--- config.mk ---
export PLATFORM = sky130hd
export DESIGN_NAME = fifo_rx_handshake
export DESIGN_NICKNAME = d
export VERILOG_FILES = /design/src/rtl/fifo_rx_handshake.sv
export SDC_FILE = /design/constraint.sdc
export NUM_CORES = 1
export LEC_CHECK = 0
export CORE_MARGIN = 1
export CORE_UTILIZATION = 55
export CTS_BUF_LIST = sky130_fd_sc_hd__clkbuf_16
export DETAILED_ROUTE_END_ITERATION = 16
export HOLD_SLACK_MARGIN = 0.08
export PLACE_DENSITY = 0.77
export REMOVE_ABC_BUFFERS = 1
export SLEW_MARGIN = 10
export SYNTH_ARGS = -nofsm -noshare
export SYNTH_HDL_FRONTEND = slang
export SYNTH_SLANG_ARGS = --single-unit
--- constraint.sdc ---
create_clock -name clk -period 3.9 [get_ports clk]
set_input_delay 0.78 -clock clk [delete_from_list [all_inputs] [get_ports clk]]
set_output_delay 0.78 -clock clk [all_outputs]
set_load 0.05 [all_outputs]
--- src/rtl/fifo_rx_handshake.sv ---
// rtl/fifo_rx_handshake.sv - input-channel receive FIFO with RTS/CTS flit handshake
module fifo_rx_handshake #(
  parameter int DATA_WIDTH = 32,
  parameter int DEPTH      = 4
) (
  input  logic                       clk,
  input  logic                       rst,
  input  logic                       DRTS,
  input  logic [DATA_WIDTH-1:0]      RX,
  output logic                       CTS,
  input  logic                       read_en_N,
  input  logic                       read_en_E,
  input  logic                       read_en_W,
  input  logic                       read_en_S,
  input  logic                       read_en_L,
  output logic [DATA_WIDTH-1:0]      Data_out,
  output logic                       empty,
  output logic                       full,
  output logic [$clog2(DEPTH):0]     count
);

  localparam int PW = $clog2(DEPTH);
  localparam int CW = PW + 1;
  localparam logic [CW-1:0] DEPTH_C = CW'(DEPTH);

  // Handshake state: CTS is simply the registered ACK state bit.
  typedef enum logic {
    ST_WAIT = 1'b0,
    ST_ACK  = 1'b1
  } state_t;

  state_t                  state_q, state_d;
  logic [PW-1:0]           wptr_q, wptr_d;
  logic [PW-1:0]           rptr_q, rptr_d;
  logic [CW-1:0]           count_q, count_d;
  logic [DATA_WIDTH-1:0]   mem_q [DEPTH];
  logic [DATA_WIDTH-1:0]   mem_d [DEPTH];

  logic                    any_grant;
  logic                    write_en;
  logic                    read_en;

  // Status flags come from the occupancy counter, i.e. pre-edge state.
  assign empty    = (count_q == '0);
  assign full     = (count_q == DEPTH_C);
  assign count    = count_q;
  assign CTS      = (state_q == ST_ACK);
  assign Data_out = mem_q[rptr_q];

  // Any arbiter grant is one pop; a pop on an empty FIFO is dropped.
  assign any_grant = read_en_N | read_en_E | read_en_W | read_en_S | read_en_L;
  assign read_en   = any_grant & ~empty;
  // Capture only in WAIT so a held RTS during ACK cannot write twice.
  assign write_en  = DRTS & (state_q == ST_WAIT) & ~full;

  // Next-state logic for handshake, pointers, occupancy and storage.
  always_comb begin
    state_d = state_q;
    wptr_d  = wptr_q;
    rptr_d  = rptr_q;
    count_d = count_q;
    mem_d   = mem_q;

    case (state_q)
      ST_WAIT: if (write_en) state_d = ST_ACK;
      ST_ACK:  state_d = ST_WAIT;
      default: state_d = ST_WAIT;
    endcase

    if (write_en) begin
      mem_d[wptr_q] = RX;
      wptr_d        = wptr_q + 1'b1;
    end

    if (read_en) begin
      rptr_d = rptr_q + 1'b1;
    end

    if (write_en && !read_en) begin
      count_d = count_q + 1'b1;
    end else if (read_en && !write_en) begin
      count_d = count_q - 1'b1;
    end
  end

  // Control state; asynchronous reset empties the FIFO and drops CTS at once.
  always_ff @(posedge clk or posedge rst) begin
    if (rst) begin
      state_q <= ST_WAIT;
      wptr_q  <= '0;
      rptr_q  <= '0;
      count_q <= '0;
    end else begin
      state_q <= state_d;
      wptr_q  <= wptr_d;
      rptr_q  <= rptr_d;
      count_q <= count_d;
    end
  end

  // Flit storage is not reset; content is meaningless while empty.
  always_ff @(posedge clk) begin
    mem_q <= mem_d;
  end

endmodule

# Yosys cells after proc, flatten, opt, wreduce, memory -nomap -nowiden
# Index checks and enable logic that the tools add are counted.
# op_classes
add_sub_neg,4
magnitude_cmp,3
n_eq_ne,1
n_mux,10
bitwise_logic,12
n_reduce_logical,7
# op_table
op,n
128-bit bitwise mux,1
32-bit 2-to-1 mux,3
32-bit binary-select mux with 2-bit select,1
32-bit demux with 2-bit select,1
"3-bit >= comparator, second input constant",2
3-bit 2-to-1 mux,2
2-bit inverter with 3-bit output,2
"2-bit by 1-bit adder with 2-bit output, second input constant",2
1-bit bitwise OR,4
"3-bit by 1-bit adder with 3-bit output, second input constant",1
1-bit AND,3
"3-bit == test, second input constant",1
1-bit logical AND,3
3-bit zero test,1
"3-bit by 1-bit < comparator with 1-bit output, second input constant",1
1-bit inverter,3
"3-bit by 1-bit subtractor with 3-bit output, second input constant",1
1-bit zero test,2
1-bit one-hot mux with 2 select lines,1
2-bit nonzero test,1
1-bit 2-to-1 mux,1
# totals
register_bits,136
inputBits,40
out_inout_bits,38
word_cells,45

# Longest topological paths before layout
# Gate-level depths: netlist of run 1.
# depth
ltp_word,8
mapped_depth,8

# Least setup slack after synthesis of run 1
# OpenSTA, ideal clock, no wires.
# synth_timing
kind,reg2reg
start,"register count_q[0], in the netlist count[0]"
end,"register count_q[2], in the netlist count[2]"
arrival_time_ns,3.105
t_required_ns,3.818
path_slack_ns,0.713
stages_incl_launch_ff,9
path_buffers,0
path_cell_list,dfrtp_1 > nor3_1 > a21o_1 > ha_1 > inv_1 > fa_1 > xor2_1 > nor2_1 > xor2_1
# synth_between
elab_chain_cells,6
word_cells_on_any_way,15
classes_between,add/sub (2); eq/ne (1); mux (2); bitwise (4); reduce/logical (6)
# synth_rtl
item,line_no,text
"start, declared",35,"logic [CW-1:0] count_q, count_d;"
"start signal, assigned",97,count_q <= count_d;
3-bit zero test *,44,assign empty = (count_q == '0);
via empty,17,"output logic empty,"
1-bit inverter *,52,assign read_en = any_grant & ~empty;
1-bit AND *,52,
1-bit zero test,79,if (write_en && !read_en) begin
1-bit logical AND,79,
3-bit 2-to-1 mux or 2-bit nonzero test (tied branches),n/a,
# Mark *: on every way through the listed nets, which the timed path passes. The rest lies on a longest branch. The select of a mux whose other input is x is not followed.
# A chain may end at the register's enable or synchronous reset.

# Worst setup path in the final report of run 1
# layout_timing
start,register rptr_q[0]
end,output port Data_out[1]
# layout_between
elab_chain_cells,4
# layout_rtl
item,line_no,text
"start, declared",34,"logic [PW-1:0] rptr_q, rptr_d;"
"start signal, assigned",96,rptr_q <= rptr_d;
2-bit inverter with 3-bit output (implied by the code),48,assign Data_out = mem_q[rptr_q];
32-bit binary-select mux with 2-bit select,48,
32-bit 2-to-1 mux (implied by the code) (2 in series),48,
"end, declared",16,"output logic [DATA_WIDTH-1:0] Data_out,"
# Every way passes these cells. The select of a mux whose other input is x is not followed.

==> metrics.cfg, run 1 <==
[route]
antenna_left = 0
vias_per_cell = 5.56
drt_first_pass_iters = 4
drt_iter0_drc = 135
vias = 2337
totalWireLength_um = 8500
post_drt_wl_per_cell_um = 20.2
drc = 0

[worst_setup_path]
cp_num_buf_inv = 2
crit_path_top_delay_cell = clkdlybuf4s50_1
critPathTopFamily = buffers and inverters
endpoint_kind = output pin
critical_path_class = reg -> out
worst_setup_path_start_kind = flip-flop
crit_fanout = 12
critical_path_arrival_ns = 2.60
crit_chain = buf_4, mux4_2, clkdlybuf4s50_1
slowest_delay_ns = 0.72
cp.required_ns = 3.12

[power_and_ir_drop]
powerDensity_mw_per_mm2 = 890
combPwrFrac = 0.382
p_seq_frac = 0.347
switchingPower_mw = 2.11
intPower_mw = 3.78
p_leak_nw = 2.22
pwr-share-clk = 0.270
swShare = 0.358
total_power_mw = 5.88
irDropWorstVdd_uv = 582

[timing]
fin_ws_ns = 0.523
finalSetupViolCount = 0
finalCritPeriodShare = 0.866
period_needed_ns = 3.38
finalSetupTns_ns = 0
rsz0062_at_grt = no
tightest_slew_ns = 0.884
clock_skew_ns = 0.00521
maxSlewViolCount = 0
finalHoldViolations = 0
relSlewSlack = 0.411
clock.fmax_mhz = 296
whs_ns = 0.520

[place]
io_buffers = 77
post-place-ws_ns = 0.916
dpl.hpwl_um = 5070
routabilityCongestion = 0.724
place_inst = 388

[logic_synthesis]
syn_inst = 208
ys_warn_count = 0
ys_ff_latch = 136
netlist_area_mm2 = 0.00515
post_synth.cell_area_avg_um2 = 24.8
synth_ff_type = edfxtp_1
ys_seq_area_frac = 0.785
synth_edf_count = 128
synth_cell_types = 20
ys_async_sr_fraction = 0.0588

[floorplanning]
dieWidth_um = 98.8
fp.dieH_um = 98.8
start_util = 0.579
io_pins = 78
die-area_mm2 = 0.00975
fp.coreArea_mm2 = 0.00889
rows = 34

[grt]
grt_max_degree = 33
grt_pass1_wl_um = 13500
track_usage = 0.195
grt_pass1_vias = 2572
grt_remaining_overflow = 0
grt_antenna_before_repair = 0

[clock_tree]
clock_latency_ns = 0.40
cts_tree = done
cts-hold-fix-buffers = 0
post_cts_resized = 0
cts.path.max_buffers = 2
worst_setup_hold_path_clk_slew_ns = 0.06
cts_setup_buffers = 0
cts_root_buffer = clkbuf_16
cts_sinks = 136
cts_made_buffers = 17
h-tree-depth = 4

[layout]
diodes = 0
areaGrowthSynthToFinish_pct = 28.3
final-instance-count-excl-fill = 420
final_nets = 345
drive_gt1_frac = 0.244

[worst_hold_path]
worstHoldPathType = reg -> reg

[outcome]
status = finished clean

[run]
maxCapViolCount = 0

[Yosys cell counts, drive strengths merged, types with 2 or more instances]
| cell | instances | share of area |
|---|---|---|
| xnor2 | 3 | 0.0051 |
| nor3 | 2 | 0.0019 |
| nor3b | 3 | 0.0087 |
| ha | 5 | 0.012 |
| mux4 | 32 | 0.14 |
| edfxtp | 128 | 0.75 |
| nor2 | 2 | 0.0015 |
| buf | 8 | 0.018 |
| mux2 | 2 | 0.0051 |
| and2 | 4 | 0.0058 |
| dfrtp | 8 | 0.039 |
| xor2 | 3 | 0.0051 |
| inv | 5 | 0.0036 |
[metal layers]
metal  wire length [µm]  GRT usage
met5                  0          0
met4                 95     0.0631
met3                510     0.0667
met2               4390      0.323
met1               3500      0.244
[cell type report]
cell class	count	area [µm²]
Inverter	5	18.8
Timing Repair Buffer	80	806
Tap cell	108	135
Multi-Input combinational cell	59	995
Clock buffer	17	425
Sequential cell	136	4050
Clock inverter	15	180
Fill cell	489	2280
[registers in the layout, summed over array words and instances (netlist names)]
name	count
mem_q	128
count	3
rptr_q	2
wptr_q	2
CTS	1
[per-stage QoR]
step	cell area (µm²)	util
final	6610	0.743
after global routing	6610	0.743
after CTS	6610	0.743
after detailed placement	6000	0.675
after global placement	6000	0.675
after floorplan	5060	-
[layout by cell type (no fill, tap or decap)]
master and count:
nor3_1 2, nor2_1 2, and2_2 4, mux2_4 1, ha_1 5, fa_1 1, nor3b_4 2, inv_6 2
clkbuf_16 17, buf_12 1, dfrtp_1 6, mux4_2 32, dfrtp_2 2, a21o_1 1, mux2_2 1, inv_1 7
clkdlybuf4s50_1 77, a211oi_2 1, edfxtp_1 128, buf_4 2, xnor2_1 3, nor3b_1 1, xor2_1 3, clkinv_4 4
bufinv_16 3, clkinvlp_4 4
[kinds of logic after synthesis]
group           share of synthesized area
fa+ha+maj                          0.0160
mux                                 0.145
flops                               0.785
compound gates                    0.00389
simple gates                       0.0180
xor+xnor                           0.0102
buf+inv                            0.0214
[worst reg2reg max path: cells and delay by family (launching register included)]
kind,cells,cell delay (ns)
simple gates,2,0.52
fa+ha+maj,2,0.57
compound gates,1,0.17
flops,1,0.47
buf+inv,1,0.06
xor+xnor,2,0.34
[path summary, 6_finish.rpt]
| check | start | endpoint | slack, ns | cells after the start |
|---|---|---|---|---|
| setup reg to reg | count[0]$_DFFE_PP0P_ | count[2]$_DFFE_PP0P_ | 1.68 | 8 |
| hold reg to reg | CTS$_DFF_PP0_ | CTS$_DFF_PP0_ | 0.52 | 1 |
| min in group asynchronous | rst | CTS$_DFF_PP0_ | 0.63 | 2 |
| hold / removal | CTS$_DFF_PP0_ | CTS$_DFF_PP0_ | 0.52 | 1 |
| setup / recovery | rptr_q[0]$_DFFE_PP0P_ | Data_out[1] | 0.52 | 3 |
| max in group asynchronous | rst | rptr_q[1]$_DFFE_PP0P_ | 3.01 | 2 |
[power by group through the flow]
stage | clock [mW] | sequential (mW) | combinational [mW]
2_1_floorplan | 0 | 2.16 | 1.45
3_3_place_gp | 0 | 2.05 | 2.26
3_5_place_dp | 0 | 2.07 | 2.27
4_1_cts | 1.61 | 2.05 | 2.28
5_1_grt | 1.67 | 2.07 | 2.37
6_report | 1.59 | 2.04 | 2.25
Power figures use the tool's default switching activity.
==> run 2: changes to the inputs <==
--- a/config.mk
+++ b/config.mk
@@ -5,12 +5,14 @@
 export SDC_FILE = /design/constraint.sdc
 export NUM_CORES = 1
 export LEC_CHECK = 0
+export CELL_PAD_IN_SITES_DETAIL_PLACEMENT = 1
+export CELL_PAD_IN_SITES_GLOBAL_PLACEMENT = 1
 export CORE_MARGIN = 1
-export CORE_UTILIZATION = 55
+export CORE_UTILIZATION = 50
 export CTS_BUF_LIST = sky130_fd_sc_hd__clkbuf_16
 export DETAILED_ROUTE_END_ITERATION = 16
 export HOLD_SLACK_MARGIN = 0.08
-export PLACE_DENSITY = 0.77
+export PLACE_DENSITY = 0.8
 export REMOVE_ABC_BUFFERS = 1
 export SLEW_MARGIN = 10
 export SYNTH_ARGS = -nofsm -noshare
==> constraint.sdc (replaced) <==
create_clock -name clk -period 4.4 [get_ports clk]
set_input_delay 1.32 -clock clk [delete_from_list [all_inputs] [get_ports clk]]
set_output_delay 1.32 -clock clk [all_outputs]
set_load 0.05 [all_outputs]
==> metrics.cfg, run 2 (synthesis gave the netlist of run 1 again) <==
[outcome]
status = finished clean  ; unchanged

[layout]
largest_reg_flops = 128  ; unchanged
nFillCells = 778  ; was 489
mostFrequentLayoutCells = edfxtp_1, clkdlybuf4s50_1, mux4_2  ; unchanged
diodes = 0  ; unchanged
multi_input_area_um2 = 995  ; unchanged
final_nets = 351  ; was 345
regMostFlops = mem_q  ; unchanged
drive_gt1_frac = 0.252  ; was 0.244
areaGrowthSynthToFinish_pct = 30.3  ; was 28.3%
mostFrequentLayoutCell = edfxtp_1  ; unchanged
seqCellArea_mm2 = 0.00405  ; unchanged

[timing]
clock.fmax_mhz = 252
finalSetupViolCount = 0  ; unchanged
tightest_slew_ns = 0.864  ; was 0.884 ns
maxSlewViolCount = 0  ; unchanged
finalSetupTns_ns = 0  ; unchanged
clock_skew_ns = 0.00678  ; was 0.00521 ns
rsz0062_at_grt = no  ; unchanged
relSlewSlack = 0.424  ; was 0.411
finalHoldViolations = 0  ; unchanged
period_needed_ns = 3.97
finalCritPeriodShare = 0.902

[worst_setup_path]
cp.required_ns = 3.08  ; was 3.12 ns
r2r_slack_ns = 2.15  ; was 1.68 ns
critical_path_class = reg -> out  ; unchanged
crit_fanout = 17  ; was 12
crit_start = rptr_q[0]$_DFFE_PP0P_  ; unchanged
critical_path_arrival_ns = 2.65  ; was 2.60 ns
endpoint_kind = output pin  ; unchanged
r2r_start = count[0]$_DFFE_PP0P_  ; unchanged
rr_endpoint = mem_q[97]$_DFFE_PP_  ; was count[2]$_DFFE_PP0P_
worst_setup_path_start_kind = flip-flop  ; unchanged
crit_end = Data_out[8]  ; was Data_out[1]
reg2reg_depth = 4  ; was 8

[grt]
grt_antenna_before_repair = 0  ; unchanged
grt_max_degree = 33  ; unchanged
track_usage = 0.221  ; was 0.195
grt_remaining_overflow = 0  ; unchanged
grt_pass1_wl_um = 15800  ; was 13500 µm
grt_pass1_vias = 2772  ; was 2572

[clock_tree]
cts_tree = done  ; unchanged
h-tree-depth = 4  ; unchanged
post_cts_resized = 0  ; unchanged
cts_root_buffer = clkbuf_16  ; unchanged
clock_latency_ns = 0.41  ; was 0.40 ns
cts.path.max_buffers = 2  ; unchanged
cts-hold-fix-buffers = 0  ; unchanged
cts_sinks = 136  ; unchanged
worst_setup_hold_path_clk_slew_ns = 0.06  ; about the same
cts_setup_buffers = 0  ; unchanged
cts_made_buffers = 17  ; unchanged

[route]
post_drt_wl_per_cell_um = 23.3  ; was 20.2 µm
vias = 2434  ; was 2337
antenna_left = 0  ; unchanged
drc = 0  ; unchanged
drt_iter0_drc = 136  ; was 135
totalWireLength_um = 10500  ; was 8500 µm
drt_first_pass_iters = 4  ; unchanged
vias_per_cell = 5.40  ; was 5.56

[power_and_ir_drop]
intPower_mw = 3.47  ; was 3.78 mW
combPwrFrac = 0.377  ; was 0.382
p_seq_frac = 0.341  ; was 0.347
total_power_mw = 5.39  ; was 5.88 mW
p_leak_nw = 2.26  ; was 2.22 nW
swShare = 0.356  ; was 0.358
switchingPower_mw = 1.92  ; was 2.11 mW
irDropWorstVdd_uv = 333  ; was 582 µV
powerDensity_mw_per_mm2 = 804  ; was 890 mW/mm²
pwr-share-clk = 0.282  ; was 0.270

[place]
dpl.hpwl_um = 6360  ; was 5070 µm
routabilityCongestion = 0.722  ; was 0.724
io_buffers = 77  ; unchanged

[floorplanning]
dieWidth_um = 103  ; was 98.8 µm
fp.coreArea_mm2 = 0.00986  ; was 0.00889 mm²
rows = 36  ; was 34
fp.dieH_um = 103  ; was 98.8 µm
io_pins = 78  ; unchanged
start_util = 0.522  ; was 0.579
die-area_mm2 = 0.0107  ; was 0.00975 mm²

[run]
maxCapViolCount = 0  ; unchanged

[worst_hold_path]
worstHoldPathType = reg -> reg  ; unchanged

==> run 2: changes by cell type in the layout (fill, tap and decap cells not counted) <==
cell        change
buf_4           +6
clkinvlp_4      -2
inv_1           -1
clkinv_1        +3
inv_6           -1
clkinv_2        +2
clkinv_4        -3
bufinv_16       +2
==> run 2: worst min path at each step <==
stage                                 end  cells after the start                  start  slack [ns]
global placement            CTS$_DFF_PP0_                      1          CTS$_DFF_PP0_        0.50
global route                CTS$_DFF_PP0_                      1          CTS$_DFF_PP0_        0.54
floorplan           wptr_q[1]$_DFFE_PP0P_                      1  wptr_q[1]$_DFFE_PP0P_        0.53
CTS                         CTS$_DFF_PP0_                      1          CTS$_DFF_PP0_        0.52
finish                      CTS$_DFF_PP0_                      1          CTS$_DFF_PP0_        0.52
detailed placement          CTS$_DFF_PP0_                      1          CTS$_DFF_PP0_        0.51
==> run 2: through the flow <==
stage | std cells | instance area [µm²] | worst slack [ns] | hold WS (ns) | util
after floorplan | 200 | 5060 | 0.847 | 0.535 | -
after global placement | 419 | 6080 | 0.825 | 0.504 | 0.616
after detailed placement | 419 | 6080 | 0.821 | 0.508 | 0.616
after CTS | 451 | 6710 | 0.358 | 0.521 | 0.680
after global routing | 451 | 6710 | 0.293 | 0.538 | 0.680
final | 451 | 6710 | 0.432 | 0.517 | 0.680
==> run 2: power by group through the flow <==
| stage | registers [mW] | logic (mW) | clock network, mW |
|---|---|---|---|
| 4_1_cts | 1.84 | 2.06 | 1.54 |
| 5_1_grt | 1.86 | 2.14 | 1.59 |
| 3_3_place_gp | 1.84 | 2.01 | 0 |
| 2_1_floorplan | 1.92 | 1.28 | 0 |
| 3_5_place_dp | 1.86 | 2.05 | 0 |
| 6_report | 1.84 | 2.03 | 1.52 |
==> run 2: worst max-delay path: stages (launching register included) <==
cell and delay, ns:
dfrtp_2 0.73, buf_4 0.28, mux4_2 0.51, clkdlybuf4s50_1 0.71
==> run 2: per-layer routing <==
layer / routed length [µm] / part of all wire / track usage / up-vias
met1: 4330 / 0.41 / 0.267 / 1271
met5: 0 / 0 / 0 / -
met3: 427 / 0.041 / 0.0685 / 15
met4: 216 / 0.021 / 0.101 / 0
li1: - / - / - / 1066
met2: 5550 / 0.53 / 0.368 / 82
==> run 2: layout make-up <==
class                           instances  area share
Sequential cell                       136       0.603
Multi-Input combinational cell         59       0.148
Timing Repair Buffer                   86       0.127
Clock buffer                           17      0.0634
Clock inverter                         15      0.0310
Tap cell                              133      0.0248
Inverter                                5     0.00280
==> run 3: changes to the inputs <==
--- a/config.mk
+++ b/config.mk
@@ -5,6 +5,7 @@
 export SDC_FILE = /design/constraint.sdc
 export NUM_CORES = 1
 export LEC_CHECK = 0
+export CAP_MARGIN = 20
 export CELL_PAD_IN_SITES_DETAIL_PLACEMENT = 1
 export CELL_PAD_IN_SITES_GLOBAL_PLACEMENT = 1
 export CORE_MARGIN = 1
@@ -14,6 +15,7 @@
 export HOLD_SLACK_MARGIN = 0.08
 export PLACE_DENSITY = 0.8
 export REMOVE_ABC_BUFFERS = 1
+export SETUP_SLACK_MARGIN = 0.02
 export SLEW_MARGIN = 10
 export SYNTH_ARGS = -nofsm -noshare
 export SYNTH_HDL_FRONTEND = slang
==> results of run 3 <==
Same layout as run 2: the final DEF is identical, and so are final timing and power.
